--- config.mk ---
export PLATFORM = sky130hd
export DESIGN_NAME = alu_decode_stage
export DESIGN_NICKNAME = d
export VERILOG_FILES = /design/src/rtl/alu_decode_stage_pkg.sv /design/src/rtl/alu_decode_stage_label_decode.sv /design/src/rtl/alu_decode_stage.sv
export SDC_FILE = /design/constraint.sdc
export NUM_CORES = 1
export LEC_CHECK = 0
export CAP_MARGIN = 0
export CELL_PAD_IN_SITES_DETAIL_PLACEMENT = 1
export CELL_PAD_IN_SITES_GLOBAL_PLACEMENT = 2
export CORE_UTILIZATION = 25
export CTS_BUF_LIST = sky130_fd_sc_hd__clkbuf_8
export CTS_CLUSTER_DIAMETER = 60
export DETAILED_ROUTE_END_ITERATION = 6
export GPL_TIMING_DRIVEN = 0
export PLACE_DENSITY = 0.87
export SETUP_SLACK_MARGIN = 0.15
export SLEW_MARGIN = 20
export SYNTH_ARGS = -nofsm -noshare
export SYNTH_HDL_FRONTEND = slang
export SYNTH_SLANG_ARGS = --single-unit
--- constraint.sdc ---
create_clock -name clk -period 2 [get_ports clk]
set_input_delay 0.4 -clock clk [delete_from_list [all_inputs] [get_ports clk]]
set_output_delay 0.4 -clock clk [all_outputs]
set_load 0.005 [all_outputs]
--- src/rtl/alu_decode_stage_pkg.sv ---
// Package shared by the ALU decode stage.
// Holds the alu_sel encodings, the zero/ADD label constant and the
// occupancy states of the two-entry skid buffer.
package alu_decode_stage_pkg;

    // Decode modes carried on alu_sel
    typedef enum logic [1:0] {
        SEL_ADD   = 2'b00,
        SEL_RTYPE = 2'b01,
        SEL_FUNCT = 2'b10,
        SEL_RSVD  = 2'b11
    } alu_sel_e;

    // The ADD operation is encoded as all zeros; wide enough for any label
    // width, sliced down by the user.
    localparam logic [31:0] LABEL_ADD = 32'h0000_0000;

    // Occupancy of the main/skid register pair
    typedef enum logic [1:0] {
        BUF_EMPTY = 2'b00,
        BUF_MAIN  = 2'b01,
        BUF_FULL  = 2'b10
    } buf_state_e;

endpackage

--- src/rtl/alu_decode_stage_label_decode.sv ---
// alu_label_decode: purely combinational translation of alu_sel/instr into
// an ALU operation label plus an illegal-select flag.
// Ports:
//   alu_sel  in   decode mode (see alu_sel_e)
//   instr    in   instruction word
//   label    out  ALU operation label
//   illegal  out  high when alu_sel is the reserved encoding
module alu_label_decode #(
    parameter int INSTR_W   = 16,
    parameter int LABEL_W   = 4,
    parameter int RTYPE_LSB = 9
) (
    input  logic [1:0]         alu_sel,
    input  logic [INSTR_W-1:0] instr,
    output logic [LABEL_W-1:0] label,
    output logic               illegal
);
    import alu_decode_stage_pkg::*;

    // Defaults first so the reserved encoding still drives every output
    // (zero label) and nothing can latch.
    always_comb begin
        label   = LABEL_ADD[LABEL_W-1:0];
        illegal = 1'b0;
        case (alu_sel_e'(alu_sel))
            SEL_ADD:   label = LABEL_ADD[LABEL_W-1:0];
            SEL_RTYPE: label = instr[RTYPE_LSB+LABEL_W-1:RTYPE_LSB];
            // Function field is one bit narrower than the label; the
            // label LSB is always zero in this mode.
            SEL_FUNCT: label = {instr[LABEL_W-2:0], 1'b0};
            SEL_RSVD:  illegal = 1'b1;
            default:   ;
        endcase
    end

endmodule

--- src/rtl/alu_decode_stage.sv ---
// alu_decode_stage: decodes an instruction word into a registered ALU
// operation label behind a two-entry skid buffer (main + skid register).
// Ports:
//   clk, rst               clock and synchronous active-high reset
//   in_valid / in_ready    upstream handshake (in_ready = skid empty)
//   instr, alu_sel         instruction word and decode mode
//   flush                  discard everything held, drop the current input
//   out_valid / out_ready  downstream handshake
//   label, illegal         registered decode result of the main entry
//   illegal_cnt            saturating count of accepted reserved selects
module alu_decode_stage #(
    parameter int INSTR_W   = 16,
    parameter int LABEL_W   = 4,
    parameter int RTYPE_LSB = 9,
    parameter int CNT_W     = 8
) (
    input  logic               clk,
    input  logic               rst,
    input  logic               in_valid,
    output logic               in_ready,
    input  logic [INSTR_W-1:0] instr,
    input  logic [1:0]         alu_sel,
    input  logic               flush,
    output logic               out_valid,
    input  logic               out_ready,
    output logic [LABEL_W-1:0] label,
    output logic               illegal,
    output logic [CNT_W-1:0]   illegal_cnt
);
    import alu_decode_stage_pkg::*;

    localparam logic [CNT_W-1:0] CNT_MAX = '1;

    buf_state_e         state;
    buf_state_e         state_next;
    logic [LABEL_W-1:0] dec_label;
    logic               dec_illegal;
    logic [LABEL_W-1:0] main_label;
    logic               main_illegal;
    logic [LABEL_W-1:0] skid_label;
    logic               skid_illegal;
    logic               in_xfer;
    logic               out_xfer;
    logic               load_main_dec;
    logic               load_main_skid;
    logic               load_skid;
    logic               clear_all;

    alu_label_decode #(
        .INSTR_W   (INSTR_W),
        .LABEL_W   (LABEL_W),
        .RTYPE_LSB (RTYPE_LSB)
    ) u_decode (
        .alu_sel (alu_sel),
        .instr   (instr),
        .label   (dec_label),
        .illegal (dec_illegal)
    );

    // Handshake flags come straight from the registered occupancy state.
    assign out_valid = (state != BUF_EMPTY);
    assign in_ready  = (state != BUF_FULL);
    assign in_xfer   = in_valid && in_ready;
    assign out_xfer  = out_valid && out_ready;
    assign label     = main_label;
    assign illegal   = main_illegal;

    // Occupancy state register.
    always_ff @(posedge clk) begin
        if (rst) begin
            state <= BUF_EMPTY;
        end else begin
            state <= state_next;
        end
    end

    // Next-state and register-load decisions. A word only ever enters the
    // skid when main is held by a stalled downstream; the skid then drains
    // into main on the next output transfer, keeping acceptance order.
    always_comb begin
        state_next     = state;
        load_main_dec  = 1'b0;
        load_main_skid = 1'b0;
        load_skid      = 1'b0;
        clear_all      = 1'b0;
        if (flush) begin
            state_next = BUF_EMPTY;
            clear_all  = 1'b1;
        end else begin
            case (state)
                BUF_EMPTY: begin
                    if (in_xfer) begin
                        state_next    = BUF_MAIN;
                        load_main_dec = 1'b1;
                    end
                end
                BUF_MAIN: begin
                    if (in_xfer && out_xfer) begin
                        load_main_dec = 1'b1;
                    end else if (in_xfer) begin
                        state_next = BUF_FULL;
                        load_skid  = 1'b1;
                    end else if (out_xfer) begin
                        state_next = BUF_EMPTY;
                    end
                end
                BUF_FULL: begin
                    if (out_xfer) begin
                        state_next     = BUF_MAIN;
                        load_main_skid = 1'b1;
                    end
                end
                default: state_next = BUF_EMPTY;
            endcase
        end
    end

    // Main and skid data registers. Flush zeroes them so label/illegal
    // read as zero while nothing is held.
    always_ff @(posedge clk) begin
        if (rst || clear_all) begin
            main_label   <= '0;
            main_illegal <= 1'b0;
            skid_label   <= '0;
            skid_illegal <= 1'b0;
        end else begin
            if (load_main_dec) begin
                main_label   <= dec_label;
                main_illegal <= dec_illegal;
            end else if (load_main_skid) begin
                main_label   <= skid_label;
                main_illegal <= skid_illegal;
            end
            if (load_skid) begin
                skid_label   <= dec_label;
                skid_illegal <= dec_illegal;
            end
        end
    end

    // Saturating counter of accepted reserved-select words; words dropped
    // by a flush are not counted.
    always_ff @(posedge clk) begin
        if (rst) begin
            illegal_cnt <= '0;
        end else if (in_xfer && dec_illegal && !flush && (illegal_cnt != CNT_MAX)) begin
            illegal_cnt <= illegal_cnt + CNT_W'(1);
        end
    end

endmodule

==> results of run 1 <==
==> cells by family (layout without fill, tap and decap cells) <==
family,Yosys count,count (layout),synth area share [%]
DFF,20,20,40.30
adders and majority gates,4,4,5.038
and+or+nand+nor,43,43,23.55
AOI/OAI and AO/OA,30,30,20.15
buffers and inverters,6,38,3.023
xor gates and xnor gates,1,1,0.8818
muxes,7,7,7.053
==> state kept, by name, indices dropped and copies added (netlist names) <==
signal,flops
skid_label,4
skid_illegal,1
state,2
label,4
illegal,1
illegal_cnt,8
==> area by class of cell <==
cell class,instances,area (um2),area share (%)
Multi-Input combinational cell,85,568.0,40.32
Clock inverter,1,30.03,2.131
Timing Repair Buffer,28,275.3,19.54
Buffer,3,18.77,1.332
Sequential cell,20,404.1,28.69
Clock buffer,3,41.29,2.931
Tap cell,48,60.06,4.263
Inverter,3,11.26,0.7993
==> layer usage <==
metal  vias to the layer above  share of wire [%]  track usage (%)
met5                         -                  0                0
met4                         0               0.42            1.630
met3                         2                4.0            3.873
met2                        19                 53            25.91
met1                       456                 42            14.74
li1                        467                  -                -
==> timing repair <==
action	CTS	global route
gates resized for setup	6	0
buffers inserted	1	0
endpoints found under the setup margin	6	0
==> cells in the final DEF (no fill, tap or decap) <==
master	n
clkbuf_1	2
nand2b_1	1
ha_1	3
ha_2	1
bufinv_16	1
and3b_2	1
nand4_1	1
inv_1	3
buf_4	1
and2_1	1
dfxtp_4	1
dlygate4sd2_1	2
o22a_1	1
nand3_1	5
dfxtp_1	19
o31ai_1	3
or3_1	3
and4bb_2	1
nand3b_1	1
or2_2	2
clkbuf_8	3
mux2i_1	7
nand2_1	10
o211ai_4	1
a211oi_1	1
or4_1	3
a21oi_1	13
nor2_1	11
a22oi_1	8
clkdlybuf4s50_1	25
xor2_1	1
or2b_4	1
nor2b_1	1
o21ai_0	3
buf_6	1
nor3b_2	1
==> final timing paths <==
| check | from | to | slack (ns) |
|---|---|---|---|
| max reg2reg | illegal_cnt[0] | illegal_cnt[1] | 0.43 |
| min reg2reg | label[1] | label[1] | 0.46 |
| max | state[1] | in_ready | 0.22 |
| min | label[1] | label[1] | 0.46 |
==> through the flow <==
step                      setup TNS, ns  cells  hold WS, ns
after global routing                  0    191       0.4847
after detailed placement         -1.026    186       0.4492
final                                 0    191       0.4635
after floorplan                       0    111       0.4360
after CTS                             0    191       0.4610
after global placement          -0.6507    186       0.4449
==> power by group through the flow <==
stage	Clock (uW)	Combinational, uW	Sequential (uW)
global route	440	94.2	404
finish	408	85.8	403
floorplan	0	40.4	413
detailed placement	0	85.5	414
CTS	415	87.0	403
global placement	0	83.1	414
==> worst max-delay path: stages (launching register included) <==
cell and delay [ns]:
dfxtp_4 0.39, or2b_4 0.29, clkdlybuf4s50_1 0.44
==> flow_summary.yaml, run 1 <==
synthesis:
  ys_top_cells_by_count: "dfxtp_1 (20), a21oi_1 (13), nor2_1 (11), nand2_1 (10), a22oi_1 (8)"
  yosys_warnings: 0
  syn_inst: 111
  postSynthAreaPerCell_um2: 8.950
  ys_seq_area_share_pct: 40.30
  yosysTopAreaCell: "dfxtp_1"
  synth_edf_count: 0
  syn-cell-area_um2: 993.5
  synth.area.top_cells: "dfxtp_1 (40%), mux2i_1 (7.1%), a21oi_1 (6.5%)"
  syn_nets: 138
  synthArstFlopShare_pct: 0
  synth_flop_cell: "dfxtp_1"
  synth_cell_types: 29
  yosysMostFrequentCell: "dfxtp_1"
  yosysTopAreaCellShare_pct: 40.30
  synth-seq-cells: 20
sta:
  hold_violations: 0
  finalWorstSetupSlack_ns: 0.2150
  rsz0062_at_grt: "no"
  finalCriticalPeriod_ns: 1.785
  setup_violations: 0
  relSlewSlack_pct: 70.94
  tightest_slew_ns: 0.4360
  slew_viol_final: 0
  post-route-period-util_pct: 89.25
  clock_skew_ns: 0.006103
  max_freq_mhz: 560.2
worst_setup_path:
  critical_path_arrival_ns: 1.38
  start_kind: "register"
  ff2ff_path_depth: 6
  endpoint_kind: "primary output"
  crit_type: "reg -> out"
  required_ns: 1.60
  critPathMaxFanout: 7
power:
  p_total_uw: 897.1
  p_comb_share_pct: 9.6
  swShare_pct: 20.52
  p_sw_uw: 184.1
  p_int_uw: 713.0
  pwr-share-clk_pct: 45.5
  vdd_drop_max_uv: 323.2
  p_per_area_nw_per_um2: 636.7
  leakagePower_uw: 0.0005383
  p_seq_share_pct: 45.0
route:
  drc: 0
  vias: 944
  ant_nets: 0
  firstDrtPassIters: 6
  via_per_inst: 4.942
  wirelength_um: 2634
  post_drt_wl_per_cell_um: 13.79
  first_iter_violations: 32
cells_and_area:
  fill_cells: 455
  diodes: 0
  finalNetCount: 171
  drive_gt1_share_pct: 10.49
  postLayoutCellArea_um2: 1409
  layout-area-overhead-vs-synth_pct: 41.81
  final_core_util_pct: 37.63
place:
  place_area_um2: 1324
  port_buffers: 27
  dp_hpwl_um: 1958
  globalplace.congestion: 0.7474
  pre_cts_slack_ns: -0.2142
clock_tree:
  root_buffer: "clkbuf_8"
  cts_sinks: 20
  numCtsBuffers: 3
  cts_max_path_buffers: 2
  cts_tree: "built"
  path_clk_slew_ns: 0.08
  postCtsHoldBufs: 0
  htreeDepth: 1
  insertion_delay_ns: 0.26
status:
  status: "finished clean"
floorplan:
  io_pins: 38
  die_area_um2: 4230
  fp.dieW_um: 65.04
  core_area_um2: 3744
  initial_core_util_pct: 26.54
  die_h_um: 65.04
  row_count: 22
global_routing:
  antenna_found_initial: 0
  grt_start_max_net_pins: 13
  grt_pass1_vias: 967
  overflow: 0
  grt_first_pass_wirelength_um: 4374
  grt_usage_pct: 13.46
job:
  cap_violations: 0
min_path:
  hp-class: "reg -> reg"
  worstHoldPathCells: 2
Power figures use the tool's default switching activity.
==> inputs of run 2 (changes only) <==
--- a/config.mk
+++ b/config.mk
@@ -8,6 +8,7 @@
 export CAP_MARGIN = 0
 export CELL_PAD_IN_SITES_DETAIL_PLACEMENT = 1
 export CELL_PAD_IN_SITES_GLOBAL_PLACEMENT = 2
+export CORE_ASPECT_RATIO = 0.7
 export CORE_UTILIZATION = 25
 export CTS_BUF_LIST = sky130_fd_sc_hd__clkbuf_8
 export CTS_CLUSTER_DIAMETER = 60
==> flow_summary.yaml, run 2 (synthesis results as in run 1) <==
clock_tree:
  cts_tree: "built"
  cts_sinks: 20
  htreeDepth: 1
  root_buffer: "clkbuf_8"
  insertion_delay_ns: 0.26
  numCtsBuffers: 3
  path_clk_slew_ns: 0.07
  postCtsHoldBufs: 0
  cts_max_path_buffers: 2
worst_setup_path:
  slowest_stage: "clkdlybuf4s50_1"
  critical_path_buf_inv_count: 1
  cp_slowest_stage_delay_ns: 0.45
  crit_chain: "or2b_4 > clkdlybuf4s50_1"
  critical_path_arrival_ns: 1.39
  required_ns: 1.60
  endpoint_kind: "primary output"
  critPathMaxFanout: 7
  crit_type: "reg -> out"
  start_kind: "register"
  critPathTopFamily: "buffers and inverters"
sta:
  max_freq_mhz: 558.6
  slew_viol_final: 0
  rsz0062_at_grt: "no"
  finalWorstSetupSlack_ns: 0.2099
  finalCriticalPeriod_ns: 1.790
  tightest_slew_ns: 0.4629
  relSlewSlack_pct: 69.14
  setup_violations: 0
  clock_skew_ns: 0.003467
  fin_setup_tns_ns: 0
  post-route-period-util_pct: 89.50
  hold_violations: 0
place:
  dp_hpwl_um: 2011
  pre_cts_slack_ns: -0.2239
  globalplace.congestion: 0.7193
  port_buffers: 27
  dp.cells: 188
power:
  vdd_drop_max_uv: 173.0
  p_per_area_nw_per_um2: 567.7
  leakagePower_uw: 0.0005313
  p_comb_share_pct: 10.8
  swShare_pct: 21.75
  p_sw_uw: 172.7
  p_int_uw: 621.4
  pwr-share-clk_pct: 38.3
  p_seq_share_pct: 50.8
cells_and_area:
  layout-area-overhead-vs-synth_pct: 40.81
  diodes: 0
  drive_gt1_share_pct: 11.19
  largest_reg_flops: 8
  final_cell_mix: "clkdlybuf4s50_1 (25), dfxtp_1 (19), a21oi_1 (12)"
  finish.cell_count_without_fillers: 193
  top_register: "illegal_cnt"
  final_common_cell: "clkdlybuf4s50_1"
  finalNetCount: 171
route:
  post_drt_wl_per_cell_um: 13.44
  vias: 923
  first_iter_violations: 54
  ant_nets: 0
  drc: 0
  firstDrtPassIters: 4
  via_per_inst: 4.782
  wirelength_um: 2594
floorplan:
  die_h_um: 54.74
  fp.dieW_um: 77.35
  row_count: 18
  io_pins: 38
  initial_core_util_pct: 27.23
  core_area_um2: 3649
  die_area_um2: 4234
global_routing:
  grt_first_pass_wirelength_um: 4188
  antenna_found_initial: 0
  overflow: 0
  grt_pass1_vias: 900
  grt_usage_pct: 13.13
  grt_start_max_net_pins: 12
status:
  status: "finished clean"
job:
  cap_violations: 0
min_path:
  hp-class: "reg -> reg"
run 2: cell types whose count changed in the layout (fill, tap and decap cells not counted), sizes merged:
cell / change
clkbuf: +1
bufinv: -1
run 2: worst paths after layout:
check                                    start             end  slack, ns  cells past startpoint
worst min register to register         illegal         illegal       0.46                      2
worst max-delay path                  state[1]        in_ready       0.21                      2
worst min-delay path                   illegal         illegal       0.46                      2
worst max register to register  illegal_cnt[0]  illegal_cnt[1]       0.42                      6
run 2: per-stage QoR:
stage	util [%]	instance area [um2]	hold slack (ns)	total power (uW)
after detailed placement	36.35	1326	0.4579	499.6
after floorplan	-	993.5	0.4360	453.7
after global routing	38.34	1399	0.4850	827.7
final	38.34	1399	0.4616	794.1
after global placement	36.35	1326	0.4454	496.1
after CTS	38.27	1396	0.4684	802.7
run 2: power by group through the flow:
| stage | sequential (uW) | clock [uW] | combinational, uW |
|---|---|---|---|
| after floorplan | 413 | 0 | 40.4 |
| after global placement | 414 | 0 | 82.4 |
| after detailed placement | 414 | 0 | 85.5 |
| after CTS | 404 | 313 | 86.2 |
| after global routing | 404 | 330 | 93.6 |
| final | 404 | 304 | 85.9 |
run 2: cell type report:
cell class	instances	area [um2]
sequential	20	404.1
inverter	3	11.26
fill	444	2250
tap	50	62.56
clock buffer	4	55.05
multi-input combinational	85	571.8
timing repair buffer	28	275.3
buffer	3	18.77
run 2: repair_timing:
| action | in CTS | in global routing |
|---|---|---|
| endpoints found under the hold margin | 0 | 0 |
| resized for setup | 6 | 1 |
| endpoints found under the setup margin | 5 | 1 |
| cloned | 0 | 0 |
| buffers inserted | 1 | 0 |
| pin swaps | 2 | 0 |
run 2: tightest hold or removal path: cells and delay by family, from the launching register on:
kind | cells | cell delay, ns
AO/OA/AOI/OAI | 1 | 0.05
flip-flops | 1 | 0.31
AND/OR/NAND/NOR | 1 | 0.05
run 2: routing by layer:
metal	up-vias	share of wire, %	GRT usage [%]
li1	467	-	-
met1	433	49	16.19
met2	18	47	22.42
met3	5	3.3	2.667
met4	0	1.0	6.604
met5	-	0	0
==> inputs of run 3 (changes only) <==
--- a/config.mk
+++ b/config.mk
@@ -9,12 +9,13 @@
 export CELL_PAD_IN_SITES_DETAIL_PLACEMENT = 1
 export CELL_PAD_IN_SITES_GLOBAL_PLACEMENT = 2
 export CORE_ASPECT_RATIO = 0.7
-export CORE_UTILIZATION = 25
+export CORE_MARGIN = 3
+export CORE_UTILIZATION = 27
 export CTS_BUF_LIST = sky130_fd_sc_hd__clkbuf_8
 export CTS_CLUSTER_DIAMETER = 60
 export DETAILED_ROUTE_END_ITERATION = 6
 export GPL_TIMING_DRIVEN = 0
-export PLACE_DENSITY = 0.87
+export PLACE_DENSITY = 0.92
 export SETUP_SLACK_MARGIN = 0.15
 export SLEW_MARGIN = 20
 export SYNTH_ARGS = -nofsm -noshare
==> constraint.sdc (replaced) <==
create_clock -name clk -period 2.07 [get_ports clk]
set_input_delay 0.414 -clock clk [delete_from_list [all_inputs] [get_ports clk]]
set_output_delay 0.414 -clock clk [all_outputs]
set_load 0.005 [all_outputs]
==> flow_summary.yaml, run 3 (synthesis results as in run 1) <==
sta:
  clock_skew_ns: 0.004996
  hold_slack_ns: 0.4626
  slew_viol_final: 0
  fin_setup_tns_ns: 0
  max_freq_mhz: 533.3
  finalCriticalPeriod_ns: 1.875
  relSlewSlack_pct: 69.31
  hold_violations: 0
  setup_violations: 0
  tightest_slew_ns: 0.4604
  rsz0062_at_grt: "no"
  post-route-period-util_pct: 90.59
global_routing:
  antenna_found_initial: 0
  grt_first_pass_wirelength_um: 4726
  grt_usage_pct: 13.38
  grt_pass1_vias: 1028
  grt_start_max_net_pins: 13
  overflow: 0
clock_tree:
  postCtsHoldBufs: 0
  cts_sinks: 20
  path_clk_slew_ns: 0.08
  cts_tree: "built"
  numCtsBuffers: 3
  htreeDepth: 1
  cts_max_path_buffers: 2
  insertion_delay_ns: 0.26
  root_buffer: "clkbuf_8"
floorplan:
  core_area_um2: 3339
  row_count: 17
  die_area_um2: 4455
  initial_core_util_pct: 29.75
  io_pins: 38
  die_h_um: 56.75
  fp.dieW_um: 78.50
power:
  vdd_drop_max_uv: 286.4
  p_per_area_nw_per_um2: 611.6
  leakagePower_uw: 0.0005530
cells_and_area:
  final_core_util_pct: 42.60
  final_common_cell: "clkdlybuf4s50_1"
  postLayoutCellArea_um2: 1423
  layout-area-overhead-vs-synth_pct: 43.20
  top_register: "illegal_cnt"
  finalNetCount: 171
  largest_reg_flops: 8
  drive_gt1_share_pct: 10.49
  finish.cell_count_without_fillers: 190
  diodes: 0
  final_cell_mix: "clkdlybuf4s50_1 (25), dfxtp_1 (19), a21oi_1 (13)"
worst_setup_path:
  reg2reg_to: "illegal_cnt[4]"
  cp_slowest_stage_delay_ns: 0.46
  ff2ff_path_depth: 6
  start_kind: "register"
  critical_path_arrival_ns: 1.46
  endpoint_kind: "primary output"
  cp-startpoint: "state[1]"
  reg2reg_slack_ns: 0.51
  crit_type: "reg -> out"
  required_ns: 1.66
  rr_startpoint: "illegal_cnt[0]"
  crit_chain: "or2b_2 > clkdlybuf4s50_1"
  critPathMaxFanout: 7
  slowest_stage: "clkdlybuf4s50_1"
  cp-endpoint: "in_ready"
route:
  drc: 0
  ant_nets: 0
  vias: 946
  via_per_inst: 4.979
  post_drt_wl_per_cell_um: 14.44
  first_iter_violations: 75
  firstDrtPassIters: 4
  wirelength_um: 2744
place:
  dp_hpwl_um: 2136
  dp.cells: 185
  place_area_um2: 1323
  port_buffers: 27
  globalplace.congestion: 0.7529
job:
  cap_violations: 0
status:
  status: "finished clean"
min_path:
  hp-class: "reg -> reg"
==> run 3: cell types whose count changed in the layout (fill, tap and decap cells not counted), sizes merged <==
cell and delta:
bufinv +1, clkbuf -1, dlygate4sd2 -2, dlymetal6s2s +2
==> run 3: cell type report <==
| class | instances | area, um2 |
|---|---|---|
| buffer | 3 | 18.77 |
| inverter | 3 | 11.26 |
| tap | 47 | 58.81 |
| timing repair buffer | 28 | 282.8 |
| sequential | 20 | 404.1 |
| fill | 403 | 1917 |
| multi-input combinational | 85 | 575.6 |
| clock inverter | 1 | 30.03 |
| clock buffer | 3 | 41.29 |
==> run 3: metrics by stage <==
| step | power (uW) | setup slack [ns] |
|---|---|---|
| after CTS | 881.2 | 0.1549 |
| final | 870.1 | 0.1947 |
| after global routing | 909.3 | 0.1500 |
| after floorplan | 438.3 | 0.5466 |
| after detailed placement | 482.9 | -0.1625 |
| after global placement | 479.5 | -0.09093 |
==> run 3: how the worst min path moves through the flow <==
stage          slack [ns]         start      endpoint  cells past startpoint
2_1_floorplan        0.44  skid_illegal  skid_illegal                      2
3_3_place_gp         0.44  skid_illegal  skid_illegal                      2
3_5_place_dp         0.45      label[2]      label[2]                      2
4_1_cts              0.47      label[2]      label[2]                      2
5_1_grt              0.49  skid_illegal  skid_illegal                      2
6_report             0.46      label[2]      label[2]                      2
==> run 3: worst max-delay path: cells and delay by family (launching register included) <==
family,cells,cell delay [ns]
buf+inv,1,0.46
flops,1,0.39
simple gates,1,0.35
==> run 3: what timing repair did <==
action                     in CTS  in global routing
pin swaps                       1                  1
gates resized for setup         2                  4
cloned                          0                  0
hold endpoints to repair        0                  0
setup buffers                   1                  0
setup endpoints to repair       5                  5
==> run 3: power by group <==
group	switching, uW	internal [uW]	leakage [uW]
Combinational	39.7	46.1	0.000355
Sequential	3.32	386	0.000162
Clock	136	258	0.0000357
==> run 3: metal layers <==
layer	up-vias	wire, um	track usage (%)
met3	2	88	3.526
li1	473	-	-
met1	452	1284	16.70
met5	-	0	0
met4	0	22	2.244
met2	19	1348	23.34
